[src/rtl/mips_pkg.sv]
// ---------------------------------------------------------------------------
// mips_pkg
// Shared definitions for the fetch stage and its PC unit:
//   WORD_W           - datapath word width (32)
//   RESET_PC_DEFAULT - default byte address of the first fetch
//   NOP_INSTR        - encoding used for a squashed (bubble) IF/ID slot
//   fetch_state_e    - fetch FSM state encoding (BOOT, RUN)
// No ports (package).
// ---------------------------------------------------------------------------
package mips_pkg;

    localparam int              WORD_W           = 32;
    localparam logic [31:0]     RESET_PC_DEFAULT = 32'h0000_3000;
    localparam logic [31:0]     NOP_INSTR        = 32'h0000_0000;

    typedef enum logic [0:0] {
        BOOT = 1'b0,
        RUN  = 1'b1
    } fetch_state_e;

    // A redirect target is misaligned when its two low bits are not zero.
    function automatic logic is_misaligned(input logic [WORD_W-1:0] addr);
        return (addr[1:0] != 2'b00);
    endfunction

endpackage

[src/rtl/pc_unit.sv]
// ---------------------------------------------------------------------------
// pc_unit
// Program counter register and next-PC mux for the fetch stage.
// Priority: rst > load (redirect) > advance (pc + 4) > hold.
// Ports:
//   clk, rst   - clock, synchronous active-high reset
//   advance    - step pc by 4 this cycle
//   load       - load pc from load_word (word-aligned redirect target)
//   load_word  - redirect target word address (byte address bits [31:2])
//   addr       - low 16 bits of pc, the instruction-memory byte address
//   pc_plus4   - pc + 4 (modulo 2^32)
// ---------------------------------------------------------------------------
module pc_unit
    import mips_pkg::*;
#(
    parameter logic [WORD_W-1:0] RESET_PC = RESET_PC_DEFAULT
) (
    input  logic              clk,
    input  logic              rst,
    input  logic              advance,
    input  logic              load,
    input  logic [29:0]       load_word,
    output logic [15:0]       addr,
    output logic [WORD_W-1:0] pc_plus4
);

    logic [WORD_W-1:0] pc_r;
    logic [WORD_W-1:0] pc_next_s;

    // Adder wraps naturally at 2^32.
    assign pc_plus4 = pc_r + 32'd4;
    // Addresses at or above 64 KB alias into the instruction memory.
    assign addr     = pc_r[15:0];

    // Next-PC selection.
    always_comb begin
        pc_next_s = pc_r;
        if (load) begin
            pc_next_s = {load_word, 2'b00};
        end else if (advance) begin
            pc_next_s = pc_plus4;
        end else begin
            pc_next_s = pc_r;
        end
    end

    // PC register.
    always_ff @(posedge clk) begin
        if (rst) begin
            pc_r <= RESET_PC;
        end else begin
            pc_r <= pc_next_s;
        end
    end

endmodule

[src/rtl/fetch_stage.sv]
// ---------------------------------------------------------------------------
// fetch_stage
// Instruction fetch stage: owns the BOOT/RUN FSM and the IF/ID pipeline
// register; the PC lives in pc_unit. A redirect squashes the wrong-path
// fetch (no delay slot) and wins over stall.
// Optional build macro FETCH_PERF_CNT_EN adds fetch_cnt/squash_cnt.
// Ports:
//   clk, rst     - clock, synchronous active-high reset
//   stall        - hold PC and IF/ID outputs
//   redirect_en  - taken branch/jump from a later stage
//   redirect_pc  - redirect target byte address
//   im_addr      - instruction-memory byte address (pc[15:0])
//   im_ir        - combinational instruction-memory read data
//   id_ir        - registered instruction for decode
//   id_pc4       - registered PC+4 of id_ir
//   id_valid     - id_ir is a real instruction
//   fetch_err    - sticky misaligned-redirect flag
//   fetch_cnt    - (FETCH_PERF_CNT_EN) count of valid IF/ID loads
//   squash_cnt   - (FETCH_PERF_CNT_EN) count of squashing redirects
// ---------------------------------------------------------------------------
module fetch_stage
    import mips_pkg::*;
#(
    parameter logic [WORD_W-1:0] RESET_PC = RESET_PC_DEFAULT
) (
    input  logic              clk,
    input  logic              rst,
    input  logic              stall,
    input  logic              redirect_en,
    input  logic [WORD_W-1:0] redirect_pc,
    output logic [15:0]       im_addr,
    input  logic [WORD_W-1:0] im_ir,
    output logic [WORD_W-1:0] id_ir,
    output logic [WORD_W-1:0] id_pc4,
    output logic              id_valid,
    output logic              fetch_err
`ifdef FETCH_PERF_CNT_EN
    ,
    output logic [31:0]       fetch_cnt,
    output logic [31:0]       squash_cnt
`endif
);

    fetch_state_e      state_r;
    logic [WORD_W-1:0] id_ir_r;
    logic [WORD_W-1:0] id_pc4_r;
    logic              id_valid_r;
    logic              fetch_err_r;
    logic [WORD_W-1:0] pc_plus4_s;
    logic              advance_s;
    logic              squash_s;

    // Advance only in RUN, unstalled, and not redirected; squash on a RUN redirect.
    always_comb begin
        advance_s = 1'b0;
        squash_s  = 1'b0;
        if (state_r == RUN) begin
            advance_s = ~stall & ~redirect_en;
            squash_s  = redirect_en;
        end else begin
            advance_s = 1'b0;
            squash_s  = 1'b0;
        end
    end

    pc_unit #(
        .RESET_PC (RESET_PC)
    ) u_pc_unit (
        .clk       (clk),
        .rst       (rst),
        .advance   (advance_s),
        .load      (redirect_en),
        .load_word (redirect_pc[31:2]),
        .addr      (im_addr),
        .pc_plus4  (pc_plus4_s)
    );

    // FSM, IF/ID register and sticky error flag.
    always_ff @(posedge clk) begin
        if (rst) begin
            state_r     <= BOOT;
            id_ir_r     <= NOP_INSTR;
            id_pc4_r    <= 32'h0000_0000;
            id_valid_r  <= 1'b0;
            fetch_err_r <= 1'b0;
        end else begin
            if (redirect_en && is_misaligned(redirect_pc)) begin
                fetch_err_r <= 1'b1;
            end else begin
                fetch_err_r <= fetch_err_r;
            end

            case (state_r)
                BOOT: begin
                    // One settle cycle; nothing has been fetched yet.
                    state_r    <= RUN;
                    id_ir_r    <= NOP_INSTR;
                    id_valid_r <= 1'b0;
                end
                RUN: begin
                    if (redirect_en) begin
                        // Wrong-path fetch becomes a bubble; id_pc4 keeps its value.
                        id_ir_r    <= NOP_INSTR;
                        id_valid_r <= 1'b0;
                    end else if (!stall) begin
                        id_ir_r    <= im_ir;
                        id_pc4_r   <= pc_plus4_s;
                        id_valid_r <= 1'b1;
                    end else begin
                        id_ir_r    <= id_ir_r;
                        id_pc4_r   <= id_pc4_r;
                        id_valid_r <= id_valid_r;
                    end
                end
                default: begin
                    state_r    <= BOOT;
                    id_ir_r    <= NOP_INSTR;
                    id_valid_r <= 1'b0;
                end
            endcase
        end
    end

    assign id_ir     = id_ir_r;
    assign id_pc4    = id_pc4_r;
    assign id_valid  = id_valid_r;
    assign fetch_err = fetch_err_r;

`ifdef FETCH_PERF_CNT_EN
    logic [31:0] fetch_cnt_r;
    logic [31:0] squash_cnt_r;

    // Performance counters; both wrap at 2^32.
    always_ff @(posedge clk) begin
        if (rst) begin
            fetch_cnt_r  <= 32'd0;
            squash_cnt_r <= 32'd0;
        end else begin
            if (advance_s) begin
                fetch_cnt_r <= fetch_cnt_r + 32'd1;
            end else begin
                fetch_cnt_r <= fetch_cnt_r;
            end
            if (squash_s) begin
                squash_cnt_r <= squash_cnt_r + 32'd1;
            end else begin
                squash_cnt_r <= squash_cnt_r;
            end
        end
    end

    assign fetch_cnt  = fetch_cnt_r;
    assign squash_cnt = squash_cnt_r;
`endif

endmodule
[config.mk]
export PLATFORM = sky130hd
export DESIGN_NAME = fetch_stage
export DESIGN_NICKNAME = d
export VERILOG_FILES = /design/src/rtl/mips_pkg.sv /design/src/rtl/pc_unit.sv /design/src/rtl/fetch_stage.sv
export SDC_FILE = /design/constraint.sdc
export NUM_CORES = 1
export LEC_CHECK = 0
export CORE_MARGIN = 2
export CORE_UTILIZATION = 45
export CTS_CLUSTER_DIAMETER = 120
export DETAILED_ROUTE_END_ITERATION = 8
export GPL_TIMING_DRIVEN = 0
export MAX_ROUTING_LAYER = met4
export PLACE_DENSITY = 0.8
export SETUP_SLACK_MARGIN = 0.2
export SLEW_MARGIN = 40
export SYNTH_ARGS = -nofsm -noshare
export SYNTH_HDL_FRONTEND = slang
export SYNTH_SLANG_ARGS = --single-unit
[constraint.sdc]
create_clock -name clk -period 2.9 [get_ports clk]
set_clock_uncertainty 0.2 [all_clocks]
set_input_delay 0.87 -clock clk [delete_from_list [all_inputs] [get_ports clk]]
set_output_delay 0.87 -clock clk [all_outputs]
set_load 0.05 [all_outputs]
==> Yosys cells after proc, flatten, opt, wreduce, memory -nomap -nowiden <==
Cells that the tools add are included.
W data, S select, Z words.
{ "classes": {"n_addsub": 1, "eq_ne": 1, "mux": 10, "n_bitwise": 4, "reduce_logical": 5} }
{ "op_table": {"columns": ["op", "n"], "rows": [
  ["$mux W32", 4],
  ["$pmux W32 S2", 1],
  ["$add A32 B3 Y32 const B", 1],
  ["$mux W1", 4],
  ["$reduce_bool A2 Y1", 2],
  ["$ne A3 B3 Y1 const B", 1],
  ["$not A1 Y1", 3],
  ["$reduce_and A3 Y1", 1],
  ["$pmux W1 S2", 1],
  ["$reduce_or A2 Y1", 1],
  ["$and A1 B1 Y1", 1],
  ["$logic_and A1 B1 Y1", 1]
]} }
{ "totals": {"ff_bits": 99, "inputBits": 68, "output_inout_bits": 82, "wordCells": 28} }

==> Logic depth before layout (Yosys ltp) <==
{ "depth": {"word_depth": 5, "ltp_mapped": 8, "depth_no_buf": 6} }

==> Hierarchy <==
From an unflattened synthesis, not the netlist that was laid out.
{ "unflattened": {"cells_unflattened": 565, "hier_area_um2": 5062.4} }
{ "modules_own_cells": {"columns": ["mod", "n_inst", "cells_per_inst", "area_per_inst_um2"], "rows": [
  ["fetch_stage", 1, 254, 2687.6],
  ["pc_unit", 1, 311, 2374.8]
]} }

==> Worst setup path before layout <==
OpenSTA, ideal clock, no wires.
{ "synth_path": {"kind": "input port to flip-flop", "start": "input redirect_en", "end": "register u_pc_unit.pc_r[9]", "setup_time_ns": 0.071, "arrival_time_ns": 2.091, "slack_ns": 0.538, "stages": 7, "n_path_buf": 3, "cell_sequence": "buf_2 > or3b_1 > clkbuf_1 > buf_2 > nor4_1 > a21oi_1 > a21oi_1"} }
{ "synth_between": {"elab_chain_cells": 4, "elab_cells_between_ends": 5, "classes_between": "mux (2); bitwise (2); reduce/logical (1)"} }
{ "synth_lines": {"columns": ["item", "line", "source"], "rows": [
  ["start, declared", "fetch_stage.sv:29", "input logic redirect_en,"],
  ["$not A1 Y1 (no line)", null, null],
  ["$and A1 B1 Y1", "fetch_stage.sv:58", "advance_s = ~stall & ~redirect_en;"],
  ["$mux W1", "fetch_stage.sv:57", "if (state_r == RUN) begin"],
  ["$reduce_bool A2 Y1 (no line)", null, null],
  ["end signal, assigned", "pc_unit.sv:52", "pc_r <= pc_next_s;"],
  ["end, declared", "pc_unit.sv:27", "logic [WORD_W-1:0] pc_r;"]
]} }
Parallel ways exist; a longest one is shown, timed or not.
A chain may end at the register's enable or synchronous reset.

==> Final worst setup path <==
{ "layout_path": {"start": "register id_ir_r[21], in the netlist id_ir[21]", "end": "output id_ir[21]"} }
{ "layout_lines": {"columns": ["item", "line", "source"], "rows": [
  ["start, declared", "fetch_stage.sv:45", "logic [WORD_W-1:0] id_ir_r;"],
  ["start signal, assigned", "fetch_stage.sv:106", "id_ir_r <= im_ir;"],
  ["start signal, assigned", "fetch_stage.sv:110", "id_ir_r <= id_ir_r;"],
  ["end, declared", "fetch_stage.sv:33", "output logic [WORD_W-1:0] id_ir,"]
]} }
No word-level cell between the ends.

==> impl_metrics.env <==
export IMPL_outcome="completed"
export IMPL_tightest_slew_ps=628
export IMPL_clk_pin_slew_ps=100
export IMPL_rows=35
export IMPL_grt_antenna_before_repair=0
export IMPL_ir_worst_vdd_v=0.000236
export IMPL_drt_initial_drc_count=187
export IMPL_synthDistinctLibCells=49
export IMPL_hpwl_um=9840
export IMPL_yosys_warnings=0
export IMPL_drc=0
export IMPL_clockRootBuffer="clkbuf_8"
export IMPL_worstSkewPairLatency_ps=370
export IMPL_avgSynthCellArea_um2=8.39
export IMPL_first_global_vias=4316
export IMPL_period_share=0.919
export IMPL_drv_slew=0
export IMPL_final_cells=802
export IMPL_drive_above_1_share=0.0832
export IMPL_start_util=0.464
export IMPL_cts_htree_levels=3
export IMPL_period_needed_ps=2670
export IMPL_place_ws_ps=-141
export IMPL_worst_slew_margin_rel=0.582
export IMPL_portBuffers=143
export IMPL_first_pass_iters=5
export IMPL_route_vias_total=4391
export IMPL_place_congestion=0.892
export IMPL_ys_ff_latch=95
export IMPL_netlist_instances=511
export IMPL_num_io_pins=150
export IMPL_fp_coreArea_um2=9240
export IMPL_grt_ovfl_total=0
export IMPL_cts_tree="done"
export IMPL_routed_via_density=5.48
export IMPL_fin_ws_ps=235
export IMPL_dp_cells=786
export IMPL_crit_family="buffers and inverters"
export IMPL_setup_viol=0
export IMPL_slowest_stage="clkdlybuf4s50_1"
export IMPL_cp_max_fo=2
export IMPL_p_leak_nw=2.29
export IMPL_finalHoldViolCount=0
export IMPL_antenna_cells=0
export IMPL_finalWirelength_um=13400
export IMPL_rsz0062_at_grt="false"
export IMPL_path_cells="clkdlybuf4s50_1"
export IMPL_critPathMaxStageDelay_ps=840
export IMPL_cts_sinks=95
export IMPL_worstSetupPathType="reg2out"
export IMPL_ant_nets=0
export IMPL_hp_class="reg2reg"
export IMPL_dieArea_um2=10300
export IMPL_syn_area_um2=4290
export IMPL_area_delta_synth_final_pct=41.8
export IMPL_fmax_ghz=0.375
export IMPL_fin_setup_tns_ps=0
export IMPL_end_kind="output port"
export IMPL_routedWlPerCell_um=16.7
export IMPL_die_x_um=102
export IMPL_max_clock_path_buffers=2
export IMPL_crit_buf_inv=1
export IMPL_grt_start_max_net_pins=16
export IMPL_grt_total_usage=0.269
export IMPL_crit_arrival_ps=1600
export IMPL_worstPathRequired_ps=1830
export IMPL_fin_nets=737
export IMPL_die_h_um=102
export IMPL_grt_pass1_wl_um=21000
export IMPL_crit_path_start_kind="flip-flop"
export IMPL_p_per_area_nw_per_um2=469
export IMPL_synthArstFlopShare=0
export IMPL_synth_main_ff_cell="dfxtp_1"
export IMPL_cts_buffers=9
export IMPL_holdBufCountCts=0
export IMPL_synth_edff_count=0
export IMPL_synth_seq_area_share=0.444
export IMPL_cap_viol_max_count=0
## final timing paths
check / depth (start not counted) / to / from / slack (ps)
worst max-delay path: 1 / id_ir[21] / id_ir[21] / 230
worst min-delay path: 2 / fetch_err / fetch_err / 260
worst max register to register: 6 / u_pc_unit.pc_r[28] / u_pc_unit.pc_r[2] / 420
worst min register to register: 2 / fetch_err / fetch_err / 260
## routing by layer
layer,share of wire,global-route usage,vias to the layer above
li1,-,-,2094
met1,0.41,0.319,2055
met2,0.48,0.433,218
met3,0.090,0.0766,24
met4,0.024,0.101,0
met5,0,-,-
## flip-flops by register name, summed over array words and instances, names as in the netlist
signal and count:
fetch_err 1, id_ir 32, id_pc4 30, id_valid 1
state_r 1, u_pc_unit.pc_r 30
## kinds of logic after synthesis
logic type | count (synthesis) | share of synthesized area
compound gates | 148 | 0.210
xor+xnor | 32 | 0.0654
fa+ha+maj | 1 | 0.00292
buf+inv | 70 | 0.0805
flops | 95 | 0.444
mux | 1 | 0.00233
other cells | 1 | 0.000875
simple gates | 163 | 0.194
## per-stage QoR
stage	hold WS, ps	cell area [µm²]	total power, mW	util
floorplan	281	4300	1.78	-
global placement	237	5890	2.00	0.638
detailed placement	244	5890	2.01	0.638
CTS	255	6070	2.86	0.657
global route	283	6080	2.95	0.658
finish	257	6080	2.85	0.658
## cell usage in the layout (no fill, tap or decap), types with 4 or more instances in the layout
| master | count |
|---|---|
| clkbuf_8 | 9 |
| xor2_1 | 17 |
| a221oi_1 | 5 |
| o21a_1 | 4 |
| clkbuf_2 | 4 |
| o21ai_0 | 30 |
| dfxtp_1 | 95 |
| inv_1 | 7 |
| nand3_1 | 11 |
| a22oi_1 | 32 |
| nand2_1 | 32 |
| and3_1 | 7 |
| clkdlybuf4s50_1 | 131 |
| buf_4 | 19 |
| dlygate4sd2_1 | 8 |
| buf_2 | 8 |
| or3_1 | 4 |
| buf_1 | 7 |
| a31oi_1 | 7 |
| nor3_1 | 4 |
| a21oi_1 | 48 |
| xnor2_1 | 15 |
| nand4_1 | 13 |
| clkbuf_1 | 26 |
| conb_1 | 4 |
| a211oi_1 | 5 |
| nor4_1 | 4 |
| o22ai_1 | 12 |
| nor2_1 | 66 |
## what timing repair did
item,4_1_cts,5_1_grt
cloned,0,0
pin swaps,0,0
setup buffers,0,0
resized for setup,9,9
setup endpoints to repair,9,28
## cell usage after synthesis, drive strengths merged (4+ instances only)
cell type  count  share of area
and3           7          0.010
a31oi          7          0.010
inv            7         0.0061
o21a           4         0.0070
nand2         32          0.028
o22ai         12          0.018
a22oi         32          0.056
nand3         13          0.019
nor3           6          0.011
nor4           6          0.014
xnor2         15          0.031
nand4         14          0.022
buf           35          0.050
a221oi         5          0.010
xor2          17          0.035
a211oi         6          0.012
or3            4         0.0058
clkbuf        28          0.025
a21oi         48          0.056
nor2          67          0.059
o21ai         31          0.036
dfxtp         95           0.44
## report_power, final
group	internal, mW	leakage, nW	switching, mW
clock	0.396	0.0960	0.476
sequential	1.36	0.777	0.0519
combinational	0.234	1.42	0.334
## final cells by class
type,count,area [µm²]
buffer,63,323
clock buffer,10,128
clock inverter,6,61.3
fill,772,3160
inverter,7,26.3
multi-input combinational,349,2050
sequential,95,1900
tap,129,161
timing repair buffer,143,1430
Note: power is estimated with default switching activity, not from simulation.
